### src/rtl/branch_predictor.sv
// Gshare direction predictor (global history XOR PC into a 2-bit counter PHT) plus a
// direct-mapped BTB. Lookups are combinational; updates from AGEX land on the next edge.
module branch_predictor #(
    parameter int DBITS        = 32,
    parameter int BHR_BITS     = 8,
    parameter int BTB_IDX_BITS = 4
) (
    input  logic                    clk,
    input  logic                    reset,
    input  logic [DBITS-1:0]        fe_pc,
    output logic                    pred_taken,
    output logic                    pred_btb_hit,
    output logic [DBITS-1:0]        pred_target,
    output logic [BHR_BITS-1:0]     pred_bhr,
    output logic [BHR_BITS-1:0]     pred_pht_index,
    output logic [1:0]              pred_pht_entry,
    output logic [BTB_IDX_BITS-1:0] pred_btb_index,
    input  logic                    upd_valid,
    input  logic                    upd_cond,
    input  logic [DBITS-1:0]        upd_pc,
    input  logic                    upd_taken,
    input  logic [DBITS-1:0]        upd_target,
    input  logic [BHR_BITS-1:0]     upd_pht_index,
    input  logic                    upd_mispredict,
    output logic [31:0]             stat_branches,
    output logic [31:0]             stat_mispredicts
);
    localparam int PHT_N = 1 << BHR_BITS;
    localparam int BTB_N = 1 << BTB_IDX_BITS;
    localparam int TAG_W = DBITS - BTB_IDX_BITS - 2;

    logic [1:0]          r_pht     [PHT_N];
    logic [BHR_BITS-1:0] r_bhr;
    logic                r_btb_vld [BTB_N];
    logic [TAG_W-1:0]    r_btb_tag [BTB_N];
    logic [DBITS-1:0]    r_btb_tgt [BTB_N];
    logic [31:0]         r_stat_br;
    logic [31:0]         r_stat_mp;

    logic [BHR_BITS-1:0]     w_pht_idx;
    logic [BTB_IDX_BITS-1:0] w_btb_idx;
    logic [TAG_W-1:0]        w_tag;
    logic                    w_hit;
    logic [BTB_IDX_BITS-1:0] w_upd_btb_idx;
    logic [TAG_W-1:0]        w_upd_tag;
    logic                    w_upd_en;
    logic                    w_unused;

    function automatic logic [1:0] sat_cnt(input logic [1:0] c, input logic up);
        if (up)
            return (c == 2'b11) ? c : c + 2'b01;
        else
            return (c == 2'b00) ? c : c - 2'b01;
    endfunction

    assign w_pht_idx     = fe_pc[BHR_BITS+1:2] ^ r_bhr;
    assign w_btb_idx     = fe_pc[BTB_IDX_BITS+1:2];
    assign w_tag         = fe_pc[DBITS-1:BTB_IDX_BITS+2];
    assign w_hit         = r_btb_vld[w_btb_idx] && (r_btb_tag[w_btb_idx] == w_tag);
    assign w_upd_btb_idx = upd_pc[BTB_IDX_BITS+1:2];
    assign w_upd_tag     = upd_pc[DBITS-1:BTB_IDX_BITS+2];
    assign w_upd_en      = upd_valid && !reset;
    assign w_unused      = ^{fe_pc[1:0], upd_pc[1:0]};

    assign pred_pht_index   = w_pht_idx;
    assign pred_pht_entry   = r_pht[w_pht_idx];
    assign pred_taken       = r_pht[w_pht_idx][1];
    assign pred_btb_index   = w_btb_idx;
    assign pred_btb_hit     = w_hit;
    assign pred_target      = w_hit ? r_btb_tgt[w_btb_idx] : '0;
    assign pred_bhr         = r_bhr;
    assign stat_branches    = r_stat_br;
    assign stat_mispredicts = r_stat_mp;

    // Direction state: history, counters and statistics all clear in a single cycle
    always_ff @(posedge clk) begin
        if (reset) begin
            r_bhr     <= '0;
            r_stat_br <= '0;
            r_stat_mp <= '0;
            for (int i = 0; i < PHT_N; i++)
                r_pht[i] <= 2'b01;
        end else if (upd_valid) begin
            r_stat_br <= r_stat_br + 32'd1;
            if (upd_mispredict)
                r_stat_mp <= r_stat_mp + 32'd1;
            if (upd_cond) begin
                r_pht[upd_pht_index] <= sat_cnt(r_pht[upd_pht_index], upd_taken);
                r_bhr <= {r_bhr[BHR_BITS-2:0], upd_taken};
            end
        end
    end

    // BTB valid bits: only taken updates allocate, nothing ever invalidates
    always_ff @(posedge clk) begin
        if (reset) begin
            for (int i = 0; i < BTB_N; i++)
                r_btb_vld[i] <= 1'b0;
        end else if (upd_valid && upd_taken) begin
            r_btb_vld[w_upd_btb_idx] <= 1'b1;
        end
    end

    // Tag/target payload is qualified by the valid bit, so it needs no reset
    always_ff @(posedge clk) begin
        if (w_upd_en && upd_taken) begin
            r_btb_tag[w_upd_btb_idx] <= w_upd_tag;
            r_btb_tgt[w_upd_btb_idx] <= upd_target;
        end
    end
endmodule

### config.mk
export PLATFORM = sky130hd
export DESIGN_NAME = branch_predictor
export DESIGN_NICKNAME = d
export VERILOG_FILES = /design/src/rtl/branch_predictor.sv
export SDC_FILE = /design/constraint.sdc
export NUM_CORES = 2
export LEC_CHECK = 0
export ABC_AREA = 0
export CORE_MARGIN = 5
export CORE_UTILIZATION = 55
export DETAILED_ROUTE_END_ITERATION = 8
export HOLD_SLACK_MARGIN = 0.03
export PLACE_DENSITY = 0.76
export SYNTH_ARGS = -nofsm -noshare
export SYNTH_HDL_FRONTEND = slang
export SYNTH_SLANG_ARGS = --single-unit
### constraint.sdc
create_clock -name clk -period 5.9 [get_ports clk]
set_clock_uncertainty 0.2 [all_clocks]
set_input_delay 0.59 -clock clk [delete_from_list [all_inputs] [get_ports clk]]
set_output_delay 0.59 -clock clk [all_outputs]
set_load 0.02 [all_outputs]
# --- Word level (Yosys, flattened, before mapping) ---
# Memory sizes are Yosys's and may differ from the RTL's.
# Index checks and enable logic that the tools add are counted.
# Widths: inputs -> output; s select.
word_totals:
  reg_bits: 72
  ram_bits: 1456
  input_bits: 110
  word_cells: 48
  n_memories: 4
op_classes:
  n_addsub: 4
  eq_ne: 2
  mux: 24
  n_bitwise: 1
  reduce_logical: 10
memory_table:
  columns: ["memory", "depth", "word_bits", "rd", "rd_clocked_by_memory_dff", "write_ports", "line_no", "text"]
  rows:
  - ["r_btb_tgt", 16, 32, 1, 0, 1, "36", "logic [DBITS-1:0] r_btb_tgt [BTB_N];"]
  - ["r_pht", 256, 2, 2, 0, 256, "32", "logic [1:0] r_pht [PHT_N];"]
  - ["r_btb_tag", 16, 26, 1, 0, 1, "35", "logic [TAG_W-1:0] r_btb_tag [BTB_N];"]
  - ["r_btb_vld", 16, 1, 1, 0, 16, "34", "logic r_btb_vld [BTB_N];"]
op_table:
  columns: ["op", "n"]
  rows:
  - ["$add 32x1->32 const B", 2]
  - ["$mux 32", 1]
  - ["$eq 26x26->1", 1]
  - ["$mux 1", 14]
  - ["$mux 2", 7]
  - ["$mux 8", 1]
  - ["$xor 8x8->8", 1]
  - ["$logic_and 1x1->1", 4]
  - ["$mux 4", 1]
  - ["$reduce_and 2->1", 2]
  - ["$add 2x1->2 const B", 1]
  - ["$eq 2x2->1 const B", 1]
  - ["$logic_not 2->1", 1]
  - ["$reduce_or 2->1", 1]
  - ["$sub 2x1->2 const B", 1]
  - ["$logic_not 1->1", 1]
  - ["$reduce_or 1->1", 1]

# --- Depth between registers and ports, before layout ---
# An unclocked memory read counts as a cell.
logic_depth:
  depth_word: 8
  ltp_mapped: 15

# --- Least setup slack after synthesis ---
# OpenSTA, ideal clock, no wires.
synth_timing:
  kind: "input -> register"
  startpoint: "input port upd_valid"
  endpoint: "memory r_btb_tag[0][0] in the netlist's numbering (enable)"
  arrival_time_ps: 4136
  required_time_ps: 5226
  slack_ps: 1090
  stages: 6
  path_buffers: 2
  cell_sequence: "clkbuf_1 -> nand2_1 -> or2_2 -> or3_1 -> clkbuf_1 -> nor2_1"
synth_via:
  elab_chain_cells: 4
synth_lines:
  columns: ["element", "line_no", "text"]
  rows:
  - ["start: declaration", "18", "input logic upd_valid,"]
  - ["$logic_and 1x1->1", "62", "assign w_upd_en = upd_valid && !reset;"]
  - ["$logic_and 1x1->1", "106", "if (w_upd_en && upd_taken) begin"]
  - ["$mux 1", "106", null]
  - ["$mux 1 (not written as such)", "107", "r_btb_tag[w_upd_btb_idx] <= w_upd_tag;"]
  - ["end: declaration", "35", null]
# Every way passes these cells.

# --- Worst setup path in the final report ---
layout_timing:
  startpoint: "register r_bhr[0], in the netlist pred_bhr[0]"
  endpoint: "output port pred_pht_entry[1]"
layout_via:
  elab_chain_cells: 2
layout_lines:
  columns: ["element", "line_no", "text"]
  rows:
  - ["start: declaration", "33", "logic [BHR_BITS-1:0] r_bhr;"]
  - ["start signal: assignment", "89", "r_bhr <= {r_bhr[BHR_BITS-2:0], upd_taken};"]
  - ["$xor 8x8->8", "56", "assign w_pht_idx = fe_pc[BHR_BITS+1:2] ^ r_bhr;"]
  - ["$mem_v2 256x2", null, null]
  - ["end: declaration", "16", "output logic [1:0] pred_pht_entry,"]
# Every way passes these cells.

==> flow_summary_export.csv <==
group,metric,value,unit
sta,max_freq,188,MHz
pwr,power,23.6,mW
placed_design,hpwl,114,mm
hold_path,hold_class,"in -> reg",
sta,post-route-period-util,90.2,%
setup_path,crit_fanout,20,
finish,final_common_cell,"edfxtp_1",
clock_network,htree_levels,4,
clock_network,cts_hold_buf,0,
finish,fillers,8595,
placed_design,place_congestion,0.946,
die,coreArea,125000,um2
sta,setup_viol,0,
global_route,grt_pass1_wl,280,mm
synth,synth_fp_nets,4186,
synth,synth-seq-cells,1528,
setup_path,crit_type,"reg -> out",
finish,final_cell_mix,"edfxtp_1, mux4_2, nand3_1",
setup_path,critical-path-top-delay-family,"compound AO/OA/AOI/OAI gates",
clock_network,cts_tree,"built",
global_route,antenna_found_initial,16,
pwr,p_per_area,301,nW/um2
setup_path,slowest_delay,0.57,ns
die,die_y,364,um
global_route,grt_max_degree,124,
drt,drt-total-wl,193,mm
synth,syn_area,69000,um2
sta,finalCriticalPeriod,5.32,ns
setup_path,crit_top_cell,"buf_12",
clock_network,cts.path.max_buffers,3,
drt,first_pass_iters,6,
sta,fin_hold_ws,0.126,ns
finish,nets,4327,
sta,relSlewSlack,4.08,%
drt,viasPerCell,6.93,
clock_network,clk_pin_slew,0.06,ns
synth,synth_cell_type_count,62,
placed_design,io_buffers,225,
global_route,overflow,0,
clock_network,clkLatencyLatePin,0.80,ns
sta,final_hold_viol_count,0,
setup_path,endpoint_kind,"output port",
drt,drc,0,
synth,synth-warning-count,0,
synth,synthFlopType,"edfxtp_1",
sta,fin_setup_tns,0,ns
global_route,grt_pass1_vias,41700,
die,pin_count,230,
sta,tightest_slew,1.43,ns
drt,ant_nets,0,
setup_path,start_kind,"flip-flop",
clock_network,cts_resized,0,
setup_path,arrival,4.53,ns
die,die-width,364,um
setup_path,crit_required,5.11,ns
drt,wl_per_cell,32.1,um
synth,ys_seq_area_share,65.2,%
setup_path,worstPathCellList,"xor2_4 -> buf_12 -> buf_12 -> mux4_2 -> a311oi_1 -> o211ai_1 -> a41oi_1 -> o21ai_0 -> and3_1 -> clkdlybuf4s50_1",
sta,rsz0062_at_grt,"false",
clock_network,cts_buffers,153,
synth,synth_area_per_cell,16.9,um2
setup_path,path_buf_inv,3,
synth,syn_inst,4074,
die,start_util,55.2,%
drt,dr_wl_met3,21.7,mm
clock_network,cts_root_buf,"clkbuf_16",
run,cap_viol_max_count,0,
synth,synth-edff-count,1440,
synth,ys_async_sr_fraction,0,%
drt,wl_met2,94.6,mm
pwr,vdd_drop_max,0.318,mV
die,dieArea,133000,um2
finish,final_core_util,62.6,%
drt,drt-initial-drc-count,5920,
sta,slew_violations,0,
finish,area_growth,13.4,%
drt,vias,41500,
setup_path,cp_slowest_cell,"clkdlybuf4s50_1",
drt,wl_met1,65.3,mm
clock_network,clock_sinks,1528,
clock_network,post_cts_buffers,0,
finish,drive_gt1_share,23.3,%
global_route,gr-usage-all-layers,29.0,%
run_status,status,"complete, no violations",
pwr,power_leakage,24.9,nW
drt,top_layer,"met5",
die,core.rowCount,130,
metrics by stage:
step           cells  instance area (um2)  worst slack, ns
4_1_cts         5988                78200            0.559
3_3_place_gp    5710                73300            0.727
6_report        5997                78300            0.579
3_5_place_dp    5710                73300            0.655
5_1_grt         5992                78300            0.436
2_1_floorplan   4074                69000             1.09
cell usage after synthesis, types with 5 or more instances:
| cell | count | area [um2] |
|---|---|---|
| edfxtp_1 | 1440 | 43200 |
| mux4_2 | 548 | 12300 |
| nand3_1 | 300 | 1500 |
| nor3_1 | 265 | 1330 |
| a21o_1 | 246 | 1850 |
| clkbuf_1 | 239 | 897 |
| nor2_1 | 135 | 507 |
| nand2_1 | 106 | 398 |
| dfxtp_1 | 88 | 1760 |
| mux2i_1 | 79 | 791 |
| buf_2 | 54 | 270 |
| a22oi_1 | 51 | 383 |
| xnor2_1 | 50 | 438 |
| buf_4 | 48 | 360 |
| and2_1 | 41 | 257 |
| xor2_1 | 39 | 342 |
| buf_1 | 38 | 143 |
| inv_1 | 30 | 113 |
| buf_6 | 28 | 315 |
| a21oi_1 | 25 | 125 |
| nand4_1 | 21 | 131 |
| nor2b_1 | 21 | 131 |
| o22ai_1 | 18 | 113 |
| nand2b_1 | 17 | 106 |
| and3_1 | 15 | 93.8 |
| and4_1 | 10 | 87.6 |
| nand3_2 | 10 | 100 |
| o21ai_0 | 10 | 50.1 |
| a31oi_1 | 9 | 56.3 |
| or3_1 | 9 | 56.3 |
| a211oi_1 | 8 | 60.1 |
| or2_2 | 8 | 50.1 |
| nor4_1 | 7 | 43.8 |
| o211ai_1 | 6 | 45.0 |
| a22o_1 | 5 | 43.8 |
power breakdown:
| part | leakage [nW] | switching, mW | internal, mW |
|---|---|---|---|
| Sequential | 13.7 | 0.0658 | 12.0 |
| Clock | 2.37 | 4.22 | 5.33 |
| Combinational | 8.83 | 1.21 | 0.780 |
| Total | 24.9 | 5.49 | 18.1 |
worst paths after layout:
kind	start	endpoint	slack (ns)	cells past startpoint
setup reg to reg	r_pht[223][1]$_SDFFCE_PN0P_	r_pht[177][0]$_SDFFCE_PN1P_	1.69	9
setup / recovery	pred_bhr[0]$_SDFFE_PP0P_	pred_pht_entry[1]	0.58	10
hold reg to reg	r_btb_vld[10]$_DFF_P_	r_btb_vld[10]$_DFF_P_	0.28	2
hold / removal	reset	r_btb_vld[10]$_DFF_P_	0.13	2
flip-flops by register name, summed over array words and instances, names as in the netlist:
signal and flops:
r_pht 512, pred_bhr 8, r_btb_vld 16, r_btb_tag 416, r_btb_tgt 512, stat_mispredicts 32, stat_branches 32
cells by family (layout without fill, tap and decap cells):
kind of cell	after synthesis	count (layout)	share of synthesized area, %
flip-flops	1528	1528	65.2
AND/OR/NAND/NOR	987	987	7.23
multiplexers	628	628	19.0
buffers and inverters	439	703	3.05
AO/OA/AOI/OAI	398	398	4.23
XOR/XNOR	90	90	1.15
adder cells (fa/ha/maj)	4	4	0.0761
other	0	9	0
metal layers:
layer | track usage, % | vias up
li1 | - | 16800
met1 | 36.2 | 21200
met2 | 47.2 | 2844
met3 | 7.82 | 647
met4 | 14.6 | 18
met5 | 0 | -
final cells by class:
class	instances	area, um2	share of cell area, %
timing repair buffer	393	3920	5.00
tap	1650	2060	2.64
clock inverter	70	731	0.934
multi-input combinational	2107	22200	28.4
antenna	9	22.5	0.0288
clock buffer	208	4180	5.34
sequential	1528	45000	57.5
inverter	32	123	0.157
worst register-to-register path, stage by stage, from the launching register on:
cell       delay, ns
edfxtp_1        0.38
mux4_2          0.50
mux4_2          0.49
and2_1          0.20
a2111oi_2       0.56
o211ai_1        0.33
a31oi_4         0.29
maj3_4          0.37
buf_12          0.40
nand3_1         0.18
(Power assumes the default switching activity.)
